### src/rtl/usb_tx_line_encoder.sv
// usb_tx_line_encoder: NRZI line encoder with bit-stuff insertion and EOP generation
module usb_tx_line_encoder #(
  parameter int EOP_SE0_BITS = 2,
  parameter int EOP_J_BITS   = 1
) (
  input  logic clk,
  input  logic n_rst,
  input  logic shift_enable,
  input  logic d_orig,
  input  logic bit_stuff,
  input  logic tx_active,
  input  logic send_eop,
  output logic dplus_out,
  output logic dminus_out,
  output logic busy,
  output logic eop_done
);
  typedef enum logic [1:0] {IDLE, DATA, EOP_SE0, EOP_J} state_t;
  localparam logic [2:0] SE0_N = 3'(EOP_SE0_BITS);
  localparam logic [2:0] J_N   = 3'(EOP_J_BITS);
  state_t r_state, w_state_nx;
  logic r_nrzi, w_nrzi_nx;
  logic r_dp, w_dp_nx;
  logic r_dm, w_dm_nx;
  logic r_eop_done, w_eop_done_nx;
  logic r_pend, w_pend_nx;
  logic [2:0] r_cnt, w_cnt_nx;
  logic w_lvl;
  assign w_lvl      = (bit_stuff | ~d_orig) ? ~r_nrzi : r_nrzi;
  assign dplus_out  = r_dp;
  assign dminus_out = r_dm;
  assign busy       = r_state != IDLE;
  assign eop_done   = r_eop_done;
  // State and registered line outputs; reset forces idle J immediately
  always_ff @(posedge clk or negedge n_rst) begin
    if (!n_rst) begin
      r_state    <= IDLE;
      r_nrzi     <= 1'b1;
      r_dp       <= 1'b1;
      r_dm       <= 1'b0;
      r_eop_done <= 1'b0;
      r_pend     <= 1'b0;
      r_cnt      <= 3'd0;
    end else begin
      r_state    <= w_state_nx;
      r_nrzi     <= w_nrzi_nx;
      r_dp       <= w_dp_nx;
      r_dm       <= w_dm_nx;
      r_eop_done <= w_eop_done_nx;
      r_pend     <= w_pend_nx;
      r_cnt      <= w_cnt_nx;
    end
  end
  // Next state: encode data per strobe, defer EOP past any stuffed bit, count EOP bit-times
  always_comb begin
    w_state_nx    = r_state;
    w_nrzi_nx     = r_nrzi;
    w_dp_nx       = r_dp;
    w_dm_nx       = r_dm;
    w_eop_done_nx = 1'b0;
    w_pend_nx     = r_pend;
    w_cnt_nx      = r_cnt;
    case (r_state)
      IDLE: begin
        w_nrzi_nx = 1'b1;
        w_dp_nx   = 1'b1;
        w_dm_nx   = 1'b0;
        w_pend_nx = 1'b0;
        w_cnt_nx  = 3'd0;
        if (tx_active) w_state_nx = DATA;
      end
      DATA: begin
        if (!tx_active) begin
          w_state_nx = IDLE;
          w_nrzi_nx  = 1'b1;
          w_dp_nx    = 1'b1;
          w_dm_nx    = 1'b0;
          w_pend_nx  = 1'b0;
        end else begin
          w_pend_nx = r_pend | send_eop;
          if (shift_enable) begin
            if (r_pend && !bit_stuff) begin
              w_state_nx = EOP_SE0;
              w_dp_nx    = 1'b0;
              w_dm_nx    = 1'b0;
              w_cnt_nx   = 3'd1;
              w_pend_nx  = 1'b0;
            end else begin
              w_nrzi_nx = w_lvl;
              w_dp_nx   = w_lvl;
              w_dm_nx   = ~w_lvl;
            end
          end
        end
      end
      EOP_SE0: begin
        if (shift_enable) begin
          if (r_cnt < SE0_N) begin
            w_cnt_nx = r_cnt + 3'd1;
          end else begin
            w_state_nx = EOP_J;
            w_dp_nx    = 1'b1;
            w_dm_nx    = 1'b0;
            w_cnt_nx   = 3'd1;
          end
        end
      end
      EOP_J: begin
        if (shift_enable) begin
          if (r_cnt < J_N) begin
            w_cnt_nx = r_cnt + 3'd1;
          end else begin
            w_state_nx    = IDLE;
            w_nrzi_nx     = 1'b1;
            w_eop_done_nx = 1'b1;
          end
        end
      end
      default: w_state_nx = IDLE;
    endcase
  end
endmodule

### config.mk
export PLATFORM = sky130hd
export DESIGN_NAME = usb_tx_line_encoder
export DESIGN_NICKNAME = d
export VERILOG_FILES = /design/src/rtl/usb_tx_line_encoder.sv
export SDC_FILE = /design/constraint.sdc
export NUM_CORES = 1
export LEC_CHECK = 0
export CAP_MARGIN = 20
export CORE_AREA = 2 2 40 42
export CTS_CLUSTER_DIAMETER = 100
export DETAILED_ROUTE_END_ITERATION = 6
export DIE_AREA = 0 0 42 44
export PLACE_DENSITY = 0.78
export SLEW_MARGIN = 10
export SYNTH_ARGS = -nofsm -noshare
export SYNTH_HDL_FRONTEND = slang
export SYNTH_SLANG_ARGS = --single-unit
### constraint.sdc
create_clock -name clk -period 2.25 [get_ports clk]
set_input_delay 0.225 -clock clk [delete_from_list [all_inputs] [get_ports clk]]
set_output_delay 0.225 -clock clk [all_outputs]
set_load 0.1 [all_outputs]
==> results.md <==
- The tightest slew margin relative to the limit is 70.1%.
- The synthesized design spends more area on one cell type than any other, namely sky130_fd_sc_hd__dfrtp_1.
- The critical path goes through inv_1 -> ha_1 -> o21bai_1 -> a32o_1 -> nand2_1 -> mux2_2.
- The max-capacitance violation count is 0.
- The worst hold path class is input pin to async pin.
- STA classifies the critical path startpoint as a flop.
- The number of placed instances, taps included, is 94.
- Relative to the synthesized area, the layout overhead comes to 20.7%.
- In this run the tool buffered the top-level ports with 10 buffer cells.
- The first-pass iteration count of the detailed router is 4.
- Of all flip-flops after synthesis, the portion carrying an async set or reset was 100%.
- The number of DRC markers after the initial detailed-route iteration is 15.
- Clock tree synthesis found a total of 10 sinks.
- The number of ports placed on the die boundary is 11.
- The endpoint arrival time on the critical path is 1.97 ns.
- Leaving out fill and tap cells, the most frequent cell in the layout is sky130_fd_sc_hd__dfrtp_1.
- In the post-synthesis netlist, the biggest area contributors are sky130_fd_sc_hd__dfrtp_1, sky130_fd_sc_hd__ha_1, sky130_fd_sc_hd__dfstp_2.
- Global routing used 16.0% of the available tracks.
- The total number of nets in the final design is 97.
- For the final routed database, the setup TNS stands at 0 ns.
- The period utilization is 80.6%.
- The clock buffer count from CTS is 3.
- The longest individual stage delay on the worst path is 0.44 ns.
- The kind of cell with the highest combined delay along the critical path is flip-flops.
- Summing all placed instances gives a cell area of 788 µm².
- CTS built an H-tree with a depth of 1.
- TritonCTS built the clock tree.
- The number of global-route vias before repair is 548.
- In the synthesized netlist the dominant register cell turns out to be sky130_fd_sc_hd__dfrtp_1.
- The finished layout holds 98 standard cells, fillers aside.
- The worst-case IR drop observed on VDD is 0.000580 V.
- Along the worst path, the maximum fanout reaches 6.
- The routed design has 1340 µm of wire.
- A synthesized cell averages 9.90 µm².
- The remaining design rule violation count is 0.
- Leaving out fill and tap cells, the most frequent cells in the layout are sky130_fd_sc_hd__dfrtp_1, sky130_fd_sc_hd__ha_1, sky130_fd_sc_hd__clkdlybuf4s50_1.
- The critical path buffer and inverter count is 1.
- Clock latency on the worst-skew pair, taken at its later pin, is 0.27 ns.
- For this run, the register share of the synthesized area comes to 37.0%.
- 0 antenna diodes ended up in the layout.
- The data required time of the worst path is 2.41 ns.
- The standard cell core area is 1420 µm².
- After technology mapping, the gate count stands at 69.
- For this design the ratio of total power to cell area is 1470 nW/µm².
- The netlist uses 31 different library cells.
- The class of the most critical setup path is flop to flop.
- The run finished with clean final reports.
- The number of vias in the routed layout is 569.
- The pin count of the biggest net entering global routing is 11.
- Detailed placement ended at an HPWL of 1020 µm.
- The congestion estimate from routability-driven global placement came to 0.725.
- Setup violations remaining at the end of the flow were counted as 0.
- The final count of hold timing violations is 0.
- The number of synthesized register bits is 10.
- Derived from the worst setup path, the maximum achievable clock frequency is 0.551 GHz.
- The final-report max-slew violation count is 0.
- The die covers 1850 µm².
- Summing every instance area after synthesis gives 683 µm².
- Using the TritonRoute via totals, the vias-per-cell ratio works out to 5.81.
- At the pin with the least slew margin, the transition time is 0.447 ns.
- The final standard cell area without fillers is 825 µm².
- For this design the static power due to leakage is 0.000375 µW.
- After detailed routing, the average wire length per cell comes to 13.7 µm.
- In this run, post-CTS repair resized a total of 0 instances.
- The clock tree root driver cell is sky130_fd_sc_hd__clkbuf_4.
- The number of rows created at floorplan is 14.
- The net count after synthesis is 83.
- In this run, synthesis inferred 0 flip-flops with an integrated enable.
- Across all hold checks on the routed design, the worst slack comes to 0.261 ns.
- The total of hold buffers inserted after clock tree synthesis is 0.
- The filler cell count in the final layout is 118.
- For this configuration, the core starts out at a cell density of 48.1%.
- For the finished layout, the period the worst path requires is 1.81 ns.
- In the final layout, flip-flops and latches occupy 253 µm².
- Global routing finished with a remaining overflow of 0.
- The register clock-pin slew on the reported worst setup and hold paths is 0.07 ns.
- The clock tree skew after final layout is 0.00467 ns.
- The top-area cell type share of the netlist area is 29.3%.
- The number of antenna violations at the first check in global routing is 0.
- The post-CTS setup-driven buffer insertion count is 0.
- In this run the remaining antenna-violating nets after routing total 0.
- For this design, the slowest cell found on the critical path is sky130_fd_sc_hd__dfrtp_1.
- The fraction of final layout cells with drive strength greater than 1 is 18.3%.
- From left edge to right edge, the die measures 42 µm.
- The nature of the critical path endpoint is a flop.
- In this run the deepest clock path goes through 2 buffers.
- Setup repair after global routing left no endpoint under its margin.
- The chip height is 44 µm.
- The wire length of the first global-routing pass is 2220 µm.
- The number of warnings issued by yosys is 0.
- The area occupied by multi-input gates is 407 µm².
==> path summary, 6_finish.rpt <==
check,startpoint,slack (ns),end,cells after the start
worst min-delay path,n_rst,0.26,dminus_out,1
worst min register to register,dplus_out,0.50,dplus_out,2
min in group clk,dplus_out,0.50,dplus_out,2
worst max register to register,r_state[0],0.44,r_cnt[1],6
max in group asynchronous,n_rst,1.65,r_nrzi,1
worst max-delay path,r_state[0],0.44,r_cnt[1],6
==> synthesized netlist by cell type, types with 2 or more instances <==
master	n
sky130_fd_sc_hd__a21oi_1	4
sky130_fd_sc_hd__dfrtp_1	8
sky130_fd_sc_hd__dfstp_2	2
sky130_fd_sc_hd__ha_1	7
sky130_fd_sc_hd__inv_1	5
sky130_fd_sc_hd__mux2_2	3
sky130_fd_sc_hd__mux2i_1	2
sky130_fd_sc_hd__nand2_1	5
sky130_fd_sc_hd__nor2_1	4
sky130_fd_sc_hd__o21ai_0	4
sky130_fd_sc_hd__o2bb2ai_1	3
sky130_fd_sc_hd__o31ai_1	3
==> power breakdown <==
part / switching [µW] / leakage, µW / internal [µW] / total (µW)
clock network: 68.4 / 0.0000210 / 98.4 / 167
logic: 467 / 0.000228 / 252 / 719
registers: 74.5 / 0.000126 / 256 / 330
==> routing by layer <==
metal / up-vias / part of all wire, % / track usage (%)
met3: 2 / 6.4 / 4.58
li1: 282 / - / -
met2: 18 / 52 / 30.3
met1: 267 / 41 / 16.7
met4: 0 / 1.1 / 5.81
met5: - / 0 / 0
==> per-stage QoR <==
stage          worst slack [ns]  util, %  power [µW]
6_report                  0.437     58.1        1220
5_1_grt                   0.335     58.1        1300
4_1_cts                   0.453     58.1        1220
3_5_place_dp              0.408     55.6        1050
3_3_place_gp              0.442     55.6        1030
2_1_floorplan             0.334        -         898
==> sequential cells by signal (all words and copies together) (netlist names), named ones only <==
register    cells
dminus_out      1
eop_done        1
r_state         1
dplus_out       1
r_cnt           3
r_nrzi          1
r_pend          1
==> logic make-up after synthesis <==
| logic type | after synthesis | share of synthesized area (%) |
|---|---|---|
| fa+ha+maj | 7 | 12.8 |
| xor+xnor | 1 | 1.28 |
| mux | 5 | 7.88 |
| compound gates | 22 | 23.3 |
| flops | 10 | 37.0 |
| buf+inv | 6 | 3.48 |
| simple gates | 18 | 14.3 |
==> worst register-to-register path, cell delays in order (launching register included) <==
cell	delay (ns)
sky130_fd_sc_hd__dfrtp_1	0.44
sky130_fd_sc_hd__inv_1	0.15
sky130_fd_sc_hd__ha_1	0.29
sky130_fd_sc_hd__o21bai_1	0.11
sky130_fd_sc_hd__a32o_1	0.22
sky130_fd_sc_hd__nand2_1	0.14
sky130_fd_sc_hd__mux2_2	0.35
==> final cells by class <==
class / count / area share (%)
repair buffers: 10 / 10.9
flip-flops and latches: 10 / 30.7
well taps: 16 / 2.43
multi-input cells: 53 / 49.3
inverters: 5 / 2.28
clock buffers: 4 / 4.40
Note: power is estimated with default switching activity, not from simulation.
